File: src/rtl/rr_arbiter_q.sv
// Round-robin arbiter with a per-grant hold quantum: owners keep the resource while
// requesting, but are forced to hand off after QUANTUM cycles if anyone else waits.
module rr_arbiter_q #(
    parameter int N       = 4,
    parameter int QUANTUM = 8
) (
    input  logic                 clk,
    input  logic                 rst_n,
    input  logic [N-1:0]         req,
    output logic [N-1:0]         gnt,
    output logic [$clog2(N)-1:0] gnt_id,
    output logic                 gnt_valid
);
    localparam int IW = $clog2(N);
    localparam int CW = $clog2(QUANTUM + 1);

    typedef enum logic {
        IDLE  = 1'b0,
        GRANT = 1'b1
    } state_e;

    state_e          state_q, state_d;
    logic [IW-1:0]   owner_q, owner_d;
    logic [IW-1:0]   last_q, last_d;
    logic [CW-1:0]   hold_cnt_q, hold_cnt_d;
    logic [N-1:0]    gnt_q, gnt_d;
    logic [IW-1:0]   gnt_id_q, gnt_id_d;
    logic            gnt_valid_q, gnt_valid_d;
    logic [N-1:0]    others_s;
    logic [IW-1:0]   win_req_s;
    logic [IW-1:0]   win_oth_s;

    // First set bit of cand, scanning from ptr+1 upward and wrapping back to ptr.
    function automatic logic [IW-1:0] rr_pick(input logic [N-1:0] cand,
                                               input logic [IW-1:0] ptr);
        logic [IW-1:0] pick;
        logic [IW-1:0] idx_l;
        logic          found;
        int            idx;
        pick  = '0;
        found = 1'b0;
        for (int k = 1; k <= N; k++) begin
            idx   = (int'(ptr) + k) % N;
            idx_l = IW'(idx);
            if (!found && cand[idx_l]) begin
                pick  = idx_l;
                found = 1'b1;
            end else begin
                found = found;
            end
        end
        return pick;
    endfunction

    assign others_s  = req & ~(N'(1'b1) << owner_q);
    assign win_req_s = rr_pick(req, last_q);
    assign win_oth_s = rr_pick(others_s, last_q);

    // State and registered-output flops; reset wins over everything.
    always_ff @(posedge clk) begin
        if (!rst_n) begin
            state_q     <= IDLE;
            owner_q     <= '0;
            last_q      <= IW'(N - 1);
            hold_cnt_q  <= '0;
            gnt_q       <= '0;
            gnt_id_q    <= '0;
            gnt_valid_q <= 1'b0;
        end else begin
            state_q     <= state_d;
            owner_q     <= owner_d;
            last_q      <= last_d;
            hold_cnt_q  <= hold_cnt_d;
            gnt_q       <= gnt_d;
            gnt_id_q    <= gnt_id_d;
            gnt_valid_q <= gnt_valid_d;
        end
    end

    // Next-state: release takes precedence over preemption; both rotate the pointer.
    always_comb begin
        state_d    = state_q;
        owner_d    = owner_q;
        last_d     = last_q;
        hold_cnt_d = hold_cnt_q;
        case (state_q)
            IDLE: begin
                if (req != '0) begin
                    state_d    = GRANT;
                    owner_d    = win_req_s;
                    last_d     = win_req_s;
                    hold_cnt_d = CW'(1'b1);
                end else begin
                    hold_cnt_d = '0;
                end
            end
            GRANT: begin
                if (!req[owner_q]) begin
                    if (others_s == '0) begin
                        state_d    = IDLE;
                        hold_cnt_d = '0;
                    end else begin
                        owner_d    = win_oth_s;
                        last_d     = win_oth_s;
                        hold_cnt_d = CW'(1'b1);
                    end
                end else if ((hold_cnt_q >= CW'(QUANTUM)) && (others_s != '0)) begin
                    owner_d    = win_oth_s;
                    last_d     = win_oth_s;
                    hold_cnt_d = CW'(1'b1);
                end else if (hold_cnt_q < CW'(QUANTUM)) begin
                    hold_cnt_d = hold_cnt_q + CW'(1'b1);
                end else begin
                    hold_cnt_d = hold_cnt_q;
                end
            end
            default: begin
                state_d    = IDLE;
                hold_cnt_d = '0;
            end
        endcase
    end

    // Output decode from the next state so gnt/gnt_id/gnt_valid come straight off flops.
    always_comb begin
        gnt_d       = '0;
        gnt_valid_d = 1'b0;
        gnt_id_d    = owner_d;
        if (state_d == GRANT) begin
            gnt_d       = N'(1'b1) << owner_d;
            gnt_valid_d = 1'b1;
        end else begin
            gnt_d       = '0;
            gnt_valid_d = 1'b0;
        end
    end

    assign gnt       = gnt_q;
    assign gnt_id    = gnt_id_q;
    assign gnt_valid = gnt_valid_q;

endmodule

File: config.mk
export PLATFORM = sky130hd
export DESIGN_NAME = rr_arbiter_q
export DESIGN_NICKNAME = d
export VERILOG_FILES = /design/src/rtl/rr_arbiter_q.sv
export SDC_FILE = /design/constraint.sdc
export NUM_CORES = 1
export LEC_CHECK = 0
export BUFFER_PORTS_ARGS = -buffer_cell sky130_fd_sc_hd__buf_2
export CORE_MARGIN = 5
export CORE_UTILIZATION = 55
export CTS_CLUSTER_SIZE = 25
export DETAILED_ROUTE_END_ITERATION = 10
export GPL_TIMING_DRIVEN = 0
export PLACE_DENSITY = 0.77
export SLEW_MARGIN = 20
export SYNTH_ARGS = -nofsm -noshare
export SYNTH_HDL_FRONTEND = slang
export SYNTH_SLANG_ARGS = --single-unit
File: constraint.sdc
create_clock -name clk -period 3.5 [get_ports clk]
set_clock_uncertainty 0.1 [all_clocks]
set_input_delay 0.35 -clock clk [delete_from_list [all_inputs] [get_ports clk]]
set_output_delay 0.35 -clock clk [all_outputs]
set_load 0.01 [all_outputs]
# After elaboration in Yosys (flattened, before gate mapping)
# Index checks and enable logic that the tools add are counted.
# Widths: inputs -> output; s select.
# classes
addsub,5
n_lt_le_gt_ge,7
eq_ne,4
shifts,2
n_mux,53
bitwise,3
reduce_logical,18
# ops
operator,n
$mux 2,16
$mux 1,21
$bmux 1 s2,9
$lt 2x3->1 const B,5
$mux 4,3
$pmux 2 s2,2
$pmux 4 s2,1
$reduce_bool 4->1,2
$shl 1x2->4 const A,2
$logic_and 1x1->1,7
$logic_not 1->1,6
$add 2x1->2 const B,2
$add 2x2->2 const B,2
$add 4x1->4 const B,1
$and 4x4->4,1
$ge 4x4->1 const B,1
$logic_not 4->1,1
$lt 4x4->1 const B,1
$ne 4x2->1 const B,1
$not 4->4,1
$ne 3x2->1 const B,1
$ne 3x3->1 const B,1
$reduce_and 3->1,1
$ne 2x2->1 const B,1
3 further kinds,3
# word_totals
ff_bits,14
output_inout_bits,7

# Depth between registers and ports, before layout
# logic_depth
ltp_word,19
mapped_depth,7

# Worst setup path after synthesis
# OpenSTA, ideal clock, no wires.
# synth_path
path_type,input-to-reg
from,input port req[0]
to,"register gnt_q[2], in the netlist gnt[2]"
arrival_ns,1.718
t_required_ns,3.327
slack_ns,1.609
stages,7
path_cell_list,buf_2 inv_1 mux4_2 o21a_1 a32oi_2 o21a_4 nor3b_2
# synth_between
elab_chain_cells,17
elab_cells_between_ends,60
cone_classes,shift: 1; mux: 41; bitwise: 1; reduce/logical: 17
# synth_rtl
item,line_no,source
"start, declared",9,"input logic [N-1:0] req,"
$and 4x4->4,55,assign others_s = req & ~(N'(1'b1) << owner_q);
$bmux 1 s2,45,if (!found && cand[idx_l]) begin
$mux 1 (implied by the code),45,
$mux 1,45,
$logic_not 1->1,45,
$logic_and 1x1->1,45,
$mux 1,45,
$logic_not 1->1,45,
$logic_and 1x1->1,45,
$mux 1,45,
$logic_not 1->1,45,
$logic_and 1x1->1,45,
$mux 2,45,
"$mux 2, on equally long branches","99, 107",
$mux 2,98,if (!req[owner_q]) begin
$pmux 2 s2,86,case (state_q)
$shl 1x2->4,130,gnt_d = N'(1'b1) << owner_d;
"end signal, assigned",74,gnt_q <= gnt_d;
"end, declared",26,"logic [N-1:0] gnt_q, gnt_d;"
# Several ways; a longest one is shown, not always the timed one. The select of a mux whose other input is x is not followed.
# A chain may end at the register's enable or synchronous reset.

# Final worst setup path
# layout_path
from,register last_q[1]
to,"register gnt_q[2], in the netlist gnt[2]"
# layout_between
elab_chain_cells,17
elab_cells_between_ends,52
cone_classes,add/sub: 4; shift: 1; mux: 35; reduce/logical: 12
# layout_rtl
item,line_no,source
"start, declared",24,"logic [IW-1:0] last_q, last_d;"
"start signal, assigned",64,last_q <= IW'(N - 1);
"start signal, assigned",72,last_q <= last_d;
$add 2x1->2,43,idx = (int'(ptr) + k) % N;
$bmux 1 s2,45,
$mux 1 (implied by the code),45,
$mux 1,45,
$logic_not 1->1,45,
$logic_and 1x1->1,45,
$mux 1,45,
$logic_not 1->1,45,
$logic_and 1x1->1,45,
$mux 1,45,
$logic_not 1->1,45,
$logic_and 1x1->1,45,
$mux 2,45,
"$mux 2, on equally long branches","99, 107",
$mux 2,98,
$pmux 2 s2 *,86,
$shl 1x2->4 *,130,
# Mark *: on every way between the ends. The rest lies on a longest branch, timed or not. The select of a mux whose other input is x is not followed.

==> impl_metrics.csv <==
group,metric,value,unit
status,status,"complete, no violations",
synth,synth-seq-area-share,0.293,
synth,ys_warn_count,0,
floorplan,die_area,2520,um^2
run,maxCapViolCount,0,
clock_network,cts.path.max_buffers,2,
clock_network,clock_sinks,13,
route,dr.pass1.iters,4,
synth,yosys-top-cells-count,"dfxtp_1 (13), inv_1 (7), nand2_1 (6), buf_2 (5), nor2_1 (5)",
sta,tightest_slew,0.437,ns
layout,stdcell_count,131,
setup_path,crit_cells,7,
setup_path,reg2reg_slack,1.37,ns
setup_path,path_delay_family,"compound AO/OA/AOI/OAI gates",
clock_network,clk_latency,0.28,ns
synth,yosys.area_share.simple,0.203,
setup_path,crit_chain,"clkbuf_1, or4bb_1, o2111ai_1, o211ai_1, a32oi_2, o21a_4, nor3b_2",
global_route,grt_first_pass_wirelength,3.33,mm
layout,area_delta_synth_final,11.0,%
min_path,hold_depth,2,
setup_path,path_buf_inv,1,
setup_path,crit_start,"last_q[1]",
synth,synth_fp_nets,109,
synth,muxShareOfSynthArea,0.0887,
route,wire_per_inst,14.7,um
synth,synth_xor_area_frac,0.00986,
synth,synth.most_common_cell,"dfxtp_1",
sta,maxSlewHeadroom,0.709,
sta,whs,0.193,ns
setup_path,crit_arrival,2.24,ns
floorplan,row_count,14,
synth,ys_seq_elements,13,
synth,synth-edff-count,0,
min_path,min_from,"rst_n",
layout,fill_cells,131,
global_route,grt_start_max_net_pins,11,
sta,grt_setup_unrepaired,"false",
synth,ys_types,44,
power,ir_drop,0.390,mV
setup_path,r2r_cells,7,
clock_network,root_buffer,"clkbuf_4",
sta,setup-violations-final,0,
clock_network,cts_tree,"built",
clock_network,cts_resized,0,
placement,dp_hpwl,1.46,mm
floorplan,die_h,50.2,um
power,pwr_density_cell,431,nW/um^2
global_route,grt_pass1_vias,735,
synth,yosysTopAreaCellShare,0.293,
clock_network,clkTransAtPathRegs,0.08,ns
min_path,whs_endpoint,"last_q[0]",
route,drc,0,
sta,max_freq,470,MHz
route,vias,819,
route,drt_iter0_markers,25,
sta,fin_crit_sh,0.608,
synth,synth_compound_area_frac,0.285,
setup_path,crit_slowest_cell,"or4bb_1",
synth,synth.area.top_cells,"dfxtp_1 (29%), mux2i_1 (3.4%), inv_1 (3.0%)",
setup_path,timing.rr.end,"gnt[2]",
route,drtAntennaViolNets,0,
power,p_leak,0.408,nW
clock_network,post-cts-setup-buffer-count,0,
synth,syn_area,888,um^2
synth,syn-instance-count,101,
synth,avgSynthCellArea,8.80,um^2
sta,drv_slew,0,
route,viasPerCell,6.25,
sta,report.final.hold_viol_count,0,
global_route,grt_usage,0.168,
setup_path,worstPathMaxFanout,10,
clock_network,postCtsHoldBufs,0,
global_route,antenna_found_initial,0,
setup_path,slowest_delay,0.43,ns
synth,synth_top_family_by_area,"compound AO/OA/AOI/OAI gates",
floorplan,core_area,1520,um^2
floorplan,pin_count,13,
layout,n_antenna_cell,0,
synth,ys.flop_type,"dfxtp_1",
layout,final_core_util,0.647,
floorplan,start_util,0.583,
setup_path,cp.required,3.62,ns
setup_path,cp-start-kind,"flip-flop",
clock_network,htreeDepth,1,
sta,tns,0,ns
global_route,overflow,0,
min_path,hp-class,"input pin to flip-flop",
synth,synth_fa_ha_area_frac,0.0507,
clock_network,cts_buffers,3,
placement,dp_cells,127,
layout,finalNetCount,124,
layout,drive_gt1_frac,0.226,
setup_path,reg2reg_from,"last_q[1]",
route,wl,1.92,mm
synth,ys_async_sr_fraction,0,
placement,io_buffers,10,
floorplan,die_w,50.2,um
sta,period_needed,2.13,ns
placement,gp_congestion,0.917,
setup_path,critical_path_class,"flip-flop to flip-flop",
setup_path,end_kind,"flip-flop",
synth,synth_top_area_cell,"dfxtp_1",
## registers in the layout (all words and copies together) (netlist names)
signal and flops:
gnt 4, state_q 1, gnt_id 2, last_q 2, hold_cnt_q 4
## worst register-to-register path, cell delays in order, from the launching register on
cell and delay (ns):
dfxtp_1 0.31, clkbuf_1 0.35, or4bb_1 0.43, o2111ai_1 0.11
o211ai_1 0.16, a32oi_2 0.28, o21a_4 0.18, nor3b_2 0.14
## worst max-delay path by stage
stage | endpoint | slack [ns]
after detailed placement | gnt[2] | 1.40
after global routing | gnt[0] | 1.23
after CTS | gnt[2] | 1.39
after global placement | gnt[2] | 1.43
final | gnt[2] | 1.37
after floorplan | gnt[2] | 1.61
## metrics by stage
step	total power (W)	area [um^2]	setup slack, ns
3_5_place_dp	0.000336	958	1.40
6_report	0.000425	986	1.37
5_1_grt	0.000458	986	1.23
4_1_cts	0.000429	986	1.39
3_3_place_gp	0.000331	958	1.43
2_1_floorplan	0.000298	888	1.61
## layout by cell type, fill, tap and decap left out, types with 2 or more instances in the layout
master,instances
a32oi_1,2
clkbuf_1,2
and2_1,2
inv_1,7
buf_2,15
dfxtp_1,13
o21a_1,3
nor2_1,5
nand3_1,2
mux2i_1,3
o211ai_1,2
nor3_1,2
a21oi_1,4
nand2_1,6
nor2b_1,3
o21ai_0,4
clkbuf_4,3
ha_1,2
nand4_1,3
o31a_1,2
nand2b_1,4
maj3_1,2
## cells by family (layout without fill, tap and decap cells)
| group | count (synthesis) | in the layout |
|---|---|---|
| and+or+nand+nor | 32 | 32 |
| xor gates and xnor gates | 1 | 1 |
| adders and majority gates | 4 | 4 |
| muxes | 5 | 5 |
| DFF | 13 | 13 |
| buffers and inverters | 15 | 29 |
| AOI/OAI and AO/OA | 31 | 31 |
## per-layer routing
layer	track usage	routed length [um]	up-vias
li1	-	-	402
met1	0.215	832	384
met2	0.268	941	29
met3	0.0562	119	4
met4	0.0480	27	0
met5	0	0	-
## report_power, final
part | internal (W) | switching (W)
clock | 0.0000424 | 0.0000476
sequential | 0.000164 | 0.0000129
combinational | 0.0000722 | 0.0000859
total | 0.000278 | 0.000146
## area by class of cell
type,count,area (um^2),area share
buffer,7,32.5,0.0330
clock buffer,3,22.5,0.0228
clock inverter,1,5.00,0.00508
inverter,8,30.0,0.0305
multi-input combinational,73,566,0.574
sequential,13,260,0.264
tap,16,20.0,0.0203
timing repair buffer,10,50.0,0.0508
(Power assumes the default switching activity.)
